`src/rtl/branch_resolve_unit.sv`:
```
// branch_resolve_unit: EX-stage control-flow resolution.
// Resolves conditional branches, JAL and JALR, checks them against the fetch
// prediction, registers a one-cycle redirect pulse and owns the 2-bit BHT
// that fetch reads, plus branch/mispredict statistics counters.
module branch_resolve_unit #(
    parameter int XLEN      = 32,
    parameter int BHT_IDX_W = 6,
    parameter int CNT_W     = 32
) (
    input  logic             clk_i,
    input  logic             rst_ni,
    input  logic [XLEN-1:0]  fetch_pc_i,
    output logic             pred_taken_o,
    input  logic             valid_i,
    input  logic             stall_i,
    input  logic             flush_i,
    input  logic [XLEN-1:0]  pc_i,
    input  logic [XLEN-1:0]  operand1_i,
    input  logic [XLEN-1:0]  operand2_i,
    input  logic [XLEN-1:0]  imm_i,
    input  logic [6:0]       opcode_i,
    input  logic [2:0]       funct3_i,
    input  logic             pred_taken_i,
    input  logic [XLEN-1:0]  pred_target_i,
    output logic             res_valid_o,
    output logic             taken_o,
    output logic             mispredict_o,
    output logic [XLEN-1:0]  redirect_pc_o,
    output logic [XLEN-1:0]  link_o,
    output logic             misaligned_o,
    output logic [CNT_W-1:0] branch_count_o,
    output logic [CNT_W-1:0] mispred_count_o
);

    localparam int         BHT_ENTRIES = 1 << BHT_IDX_W;
    localparam logic [6:0] OP_BRANCH   = 7'b1100011;
    localparam logic [6:0] OP_JAL      = 7'b1101111;
    localparam logic [6:0] OP_JALR     = 7'b1100111;

    logic [1:0]           bht [BHT_ENTRIES];
    logic [BHT_IDX_W-1:0] ex_idx;
    logic [BHT_IDX_W-1:0] fetch_idx;
    logic                 is_branch;
    logic                 is_jump;
    logic                 accept;
    logic                 cond_taken;
    logic                 actual_taken;
    logic                 bht_update;
    logic [XLEN-1:0]      target;
    logic [XLEN-1:0]      fallthrough;
    logic                 target_misaligned;
    logic                 mispredict;
    logic                 unused_bits;

    assign fetch_idx    = fetch_pc_i[BHT_IDX_W+1:2];
    assign ex_idx       = pc_i[BHT_IDX_W+1:2];
    assign pred_taken_o = bht[fetch_idx][1];
    assign unused_bits  = ^{fetch_pc_i[XLEN-1:BHT_IDX_W+2], fetch_pc_i[1:0]};

    // Decode the EX instruction, evaluate its condition and form target/redirect data.
    always_comb begin
        is_branch  = (opcode_i == OP_BRANCH);
        is_jump    = (opcode_i == OP_JAL) || (opcode_i == OP_JALR);
        accept     = valid_i && !stall_i && !flush_i && (is_branch || is_jump);
        cond_taken = 1'b0;
        case (funct3_i)
            3'b000:  cond_taken = (operand1_i == operand2_i);
            3'b001:  cond_taken = (operand1_i != operand2_i);
            3'b100:  cond_taken = ($signed(operand1_i) <  $signed(operand2_i));
            3'b101:  cond_taken = ($signed(operand1_i) >= $signed(operand2_i));
            3'b110:  cond_taken = (operand1_i <  operand2_i);
            3'b111:  cond_taken = (operand1_i >= operand2_i);
            default: cond_taken = 1'b0;
        endcase
        actual_taken = is_jump || cond_taken;
        bht_update   = accept && is_branch && (funct3_i != 3'b010) && (funct3_i != 3'b011);
        fallthrough  = pc_i + XLEN'(4);
        if (opcode_i == OP_JALR) begin
            target = (operand1_i + imm_i) & ~XLEN'(1);
        end else begin
            target = pc_i + imm_i;
        end
        target_misaligned = actual_taken && target[1];
        mispredict        = !target_misaligned &&
                            ((actual_taken != pred_taken_i) ||
                             (actual_taken && (target != pred_target_i)));
    end

    // Register the resolution: pulses every cycle, data only on accept, counters on accept.
    always_ff @(posedge clk_i or negedge rst_ni) begin
        if (!rst_ni) begin
            res_valid_o     <= 1'b0;
            mispredict_o    <= 1'b0;
            taken_o         <= 1'b0;
            misaligned_o    <= 1'b0;
            redirect_pc_o   <= '0;
            link_o          <= '0;
            branch_count_o  <= '0;
            mispred_count_o <= '0;
        end else begin
            res_valid_o  <= accept;
            mispredict_o <= accept && mispredict;
            if (accept) begin
                taken_o        <= actual_taken;
                misaligned_o   <= target_misaligned;
                redirect_pc_o  <= actual_taken ? target : fallthrough;
                link_o         <= fallthrough;
                branch_count_o <= branch_count_o + CNT_W'(1);
                if (mispredict) begin
                    mispred_count_o <= mispred_count_o + CNT_W'(1);
                end
            end
        end
    end

    // BHT: all entries weakly not-taken on reset, saturating update on resolved conditional branches.
    always_ff @(posedge clk_i or negedge rst_ni) begin
        if (!rst_ni) begin
            for (int i = 0; i < BHT_ENTRIES; i++) begin
                bht[i] <= 2'b01;
            end
        end else if (bht_update) begin
            if (cond_taken) begin
                if (bht[ex_idx] != 2'b11) begin
                    bht[ex_idx] <= bht[ex_idx] + 2'b01;
                end
            end else begin
                if (bht[ex_idx] != 2'b00) begin
                    bht[ex_idx] <= bht[ex_idx] - 2'b01;
                end
            end
        end
    end

endmodule
```
`config.mk`:
```
export PLATFORM = sky130hd
export DESIGN_NAME = branch_resolve_unit
export DESIGN_NICKNAME = d
export VERILOG_FILES = /design/src/rtl/branch_resolve_unit.sv
export SDC_FILE = /design/constraint.sdc
export NUM_CORES = 1
export LEC_CHECK = 0
export BUFFER_PORTS_ARGS = -buffer_cell sky130_fd_sc_hd__buf_2
export CAP_MARGIN = 20
export CORE_ASPECT_RATIO = 0.7
export CORE_MARGIN = 4
export CORE_UTILIZATION = 45
export CTS_CLUSTER_SIZE = 16
export DETAILED_ROUTE_END_ITERATION = 8
export HOLD_SLACK_MARGIN = 0.03
export PLACE_DENSITY = 0.71
export SYNTH_ARGS = -nofsm -noshare
export SYNTH_HDL_FRONTEND = slang
export SYNTH_SLANG_ARGS = --single-unit
```
`constraint.sdc`:
```
create_clock -name clk_i -period 12.1 [get_ports clk_i]
set_clock_uncertainty 0.15 [all_clocks]
set_input_delay 0.605 -clock clk_i [delete_from_list [all_inputs] [get_ports clk_i]]
set_output_delay 0.605 -clock clk_i [all_outputs]
set_load 0.05 [all_outputs]
```
==> flow_summary_export.csv <==
group,metric,value,unit
yosys,yosys.area.top_type_share,0.254,
setup_path,path_class,"in -> reg",
finish,layout-drive-gt1-share,0.273,
setup_path,worstSetupEndpointType,"flop",
run_status,outcome,"finished clean",
sta,max_freq,195,MHz
route,antenna_left,0,
cts,path_clk_slew,0.06,ns
yosys,netlist_area,19300,um2
global_routing,antenna_found_initial,14,
placed_design,dp_hpwl,52700,um
yosys,synth_fp_nets,2413,
sta,fin_tns_setup,0,ns
route,drt_first_pass_iters,6,
placed_design,io_buffers,314,
yosys,synth_edf_count,0,
sta,report.final.slew_viol_count,0,
floorplan,io-pin-count,341,
yosys,synth_cell_type_count,100,
finish,area_growth,14.9,%
yosys,synth_ff_type,"dfrtp_1",
setup_path,cp.required,12.37,ns
cts,insertion_delay,0.55,ns
cts,cts_max_path_buffers,3,
global_routing,grt_pass1_wl,103000,um
setup_path,critPathSlowestCell,"a221oi_2",
pwr,leakage,10.5,nW
cts,clock_sinks,260,
min_path,hold_class,"in -> async",
sta,grt_setup_unrepaired,"false",
cts,tritoncts,"built",
sta,layout_min_cycle_time,5.12,ns
yosys,ys_seq_area_frac,0.340,
sta,setup_viol,0,
yosys,synth_area_leaders,"dfrtp_1 (25%), dfstp_2 (8.7%), mux2_2 (7.9%)",
sta,worst_slew_pin_slew,1.09,ns
cts,cts-root-buf,"clkbuf_16",
route,drcViolationCount,0,
cts,cts_buffers,27,
yosys,yosys_warnings,0,
setup_path,worstSetupStartpointType,"primary input",
job,cap_violations,0,
route,drtIter0Drc,1903,
floorplan,coreArea,42400,um2
cts,post-cts-setup-buffers,0,
sta,fin_ws,6.98,ns
pwr,power.density,109,nW/um2
floorplan,die_area,46400,um2
global_routing,globalRouteOverflowTotal,0,
sta,holdWs,0.00844,ns
yosys,synth-seq-cells,260,
yosys,yosys.area.top_type,"dfrtp_1",
floorplan,rows,63,
finish,utilization,0.524,
finish,final_cell_mix,"buf_2 (313), nand2_1 (224), dfrtp_1 (196)",
placed_design,dp_slack,6.12,ns
cts,hold_buffers,0,
finish,n_fill_cell,3900,
pwr,ir_drop,0.101,mV
finish,fin_nets,2651,
setup_path,path_cells,"buf_2 > and2_1 > fa_1 > a21o_1 > a221oi_2 > xnor3_1 > and2_1 > a311oi_1 > o2111a_1 > nand4_1 > nor4_1 > nand4_1 > o41ai_2 > buf_4 > nor3_1 > xor2_1",
global_routing,grt_max_degree,124,
floorplan,die_w,256,um
setup_path,crit_fanout,9,
yosys,synthArstFlopShare,1.00,
floorplan,start_util,0.456,
yosys,postSynthCellCount,2105,
global_routing,grt_usage,0.281,
placed_design,gp_congestion,0.977,
route,num_vias,18316,
route,vias_per_cell,6.26,
cts,cts.repair.resized,0,
global_routing,grt_pass1_vias,17404,
cts,htreeDepth,1,
setup_path,max_stage_delay,0.59,ns
route,routed_wirelength,68200,um
yosys,avgSynthCellArea,9.19,um2
finish,fin_area,22200,um2
placed_design,placed_area,21300,um2
sta,max_slew_margin,0.273,
sta,finalHoldViolCount,0,
finish,layout_commonest_cell,"buf_2",
route,wire_per_inst,23.3,um
setup_path,arrival,5.39,ns
sta,fin_crit_sh,0.423,
floorplan,die_y,181,um
## layout make-up
| type | instances | area (um2) | area share |
|---|---|---|---|
| clock buffers | 38 | 747 | 0.0336 |
| clock inverters | 11 | 91.3 | 0.00411 |
| multi-input cells | 1662 | 12100 | 0.544 |
| diodes | 13 | 32.5 | 0.00146 |
| flip-flops and latches | 260 | 6590 | 0.296 |
| well taps | 552 | 691 | 0.0311 |
| inverters | 61 | 229 | 0.0103 |
| repair buffers | 331 | 1750 | 0.0787 |
## per-layer routing
metal / vias to the layer above / share of wire / routed length, um / global-route usage
met5: - / 0.00019 / 13 / 0
met2: 926 / 0.40 / 27500 / 0.389
met3: 119 / 0.099 / 6780 / 0.0500
met1: 8957 / 0.47 / 31700 / 0.434
met4: 2 / 0.033 / 2230 / 0.102
li1: 8312 / - / - / -
## power by group
part	switching, mW	internal, mW
logic	0.481	0.223
registers	0.0128	0.889
clock network	0.353	0.453
total	0.847	1.57
## cell families (layout without fill, tap and decap cells)
group                    count (synthesis)  after routing  share of synthesized area
AND/OR/NAND/NOR                        749            749                      0.195
AO/OA/AOI/OAI                          475            475                      0.170
flip-flops                             260            260                      0.340
multiplexers                           186            186                      0.119
buffers and inverters                  183            441                     0.0371
XOR/XNOR                               152            152                     0.0724
adder cells (fa/ha/maj)                100            100                     0.0655
other                                    0             13                          0
## worst max-delay path, delay by kind of cell
kind | cells | cell delay [ns]
compound gates | 5 | 2.18
buf+inv | 2 | 0.43
fa+ha+maj | 1 | 0.42
simple gates | 6 | 1.28
xor+xnor | 2 | 0.44
## synthesized netlist by cell type (7+ instances only)
library cell  number
nor2b_1           13
and3_1            37
nand3b_1          10
nand4_1           44
nor2_1           112
o21a_1            14
o22ai_1           38
a31oi_1           19
a21boi_0           9
a221oi_1           9
nand3_1           96
a211oi_1          23
inv_1             61
a22oi_1           24
nand2_1          224
buf_1             10
a211o_1            8
a21oi_1           95
nor3_1            86
o21ai_0           92
ha_1              98
or4_1              7
or3_1             15
dfrtp_1          196
and4_1            10
buf_2             13
nor3b_1            9
dfstp_2           64
or2_2             10
o211ai_1          10
mux2i_1           29
mux2_2           135
clkbuf_1          94
mux4_2            21
xnor2_1           85
and2_1            16
nor4_1            24
xor2_1            62
a21o_1            37
## per-stage QoR
step	instances	power, mW
floorplan	2105	1.36
global placement	2863	1.59
detailed placement	2863	1.60
CTS	2912	2.41
global route	2928	2.51
finish	2928	2.41
## path summary, 6_finish.rpt
check / from / endpoint / slack [ns] / cells past startpoint
min in group clk_i: pc_i[0] / link_o[0]$_DFFE_PN0P_ / 0.21 / 3
worst max-delay path: imm_i[0] / mispred_count_o[16]$_DFFE_PN0P_ / 6.98 / 16
worst min register to register: branch_count_o[31]$_DFFE_PN0P_ / branch_count_o[31]$_DFFE_PN0P_ / 0.31 / 1
worst min-delay path: rst_ni / mispred_count_o[23]$_DFFE_PN0P_ / 0.008 / 1
worst max register to register: flop / bht[109]$_DFFE_PN0P_ / 7.93 / 11
max in group asynchronous: rst_ni / bht[99]$_DFFE_PN0P_ / 9.87 / 4
(Power assumes the default switching activity.)
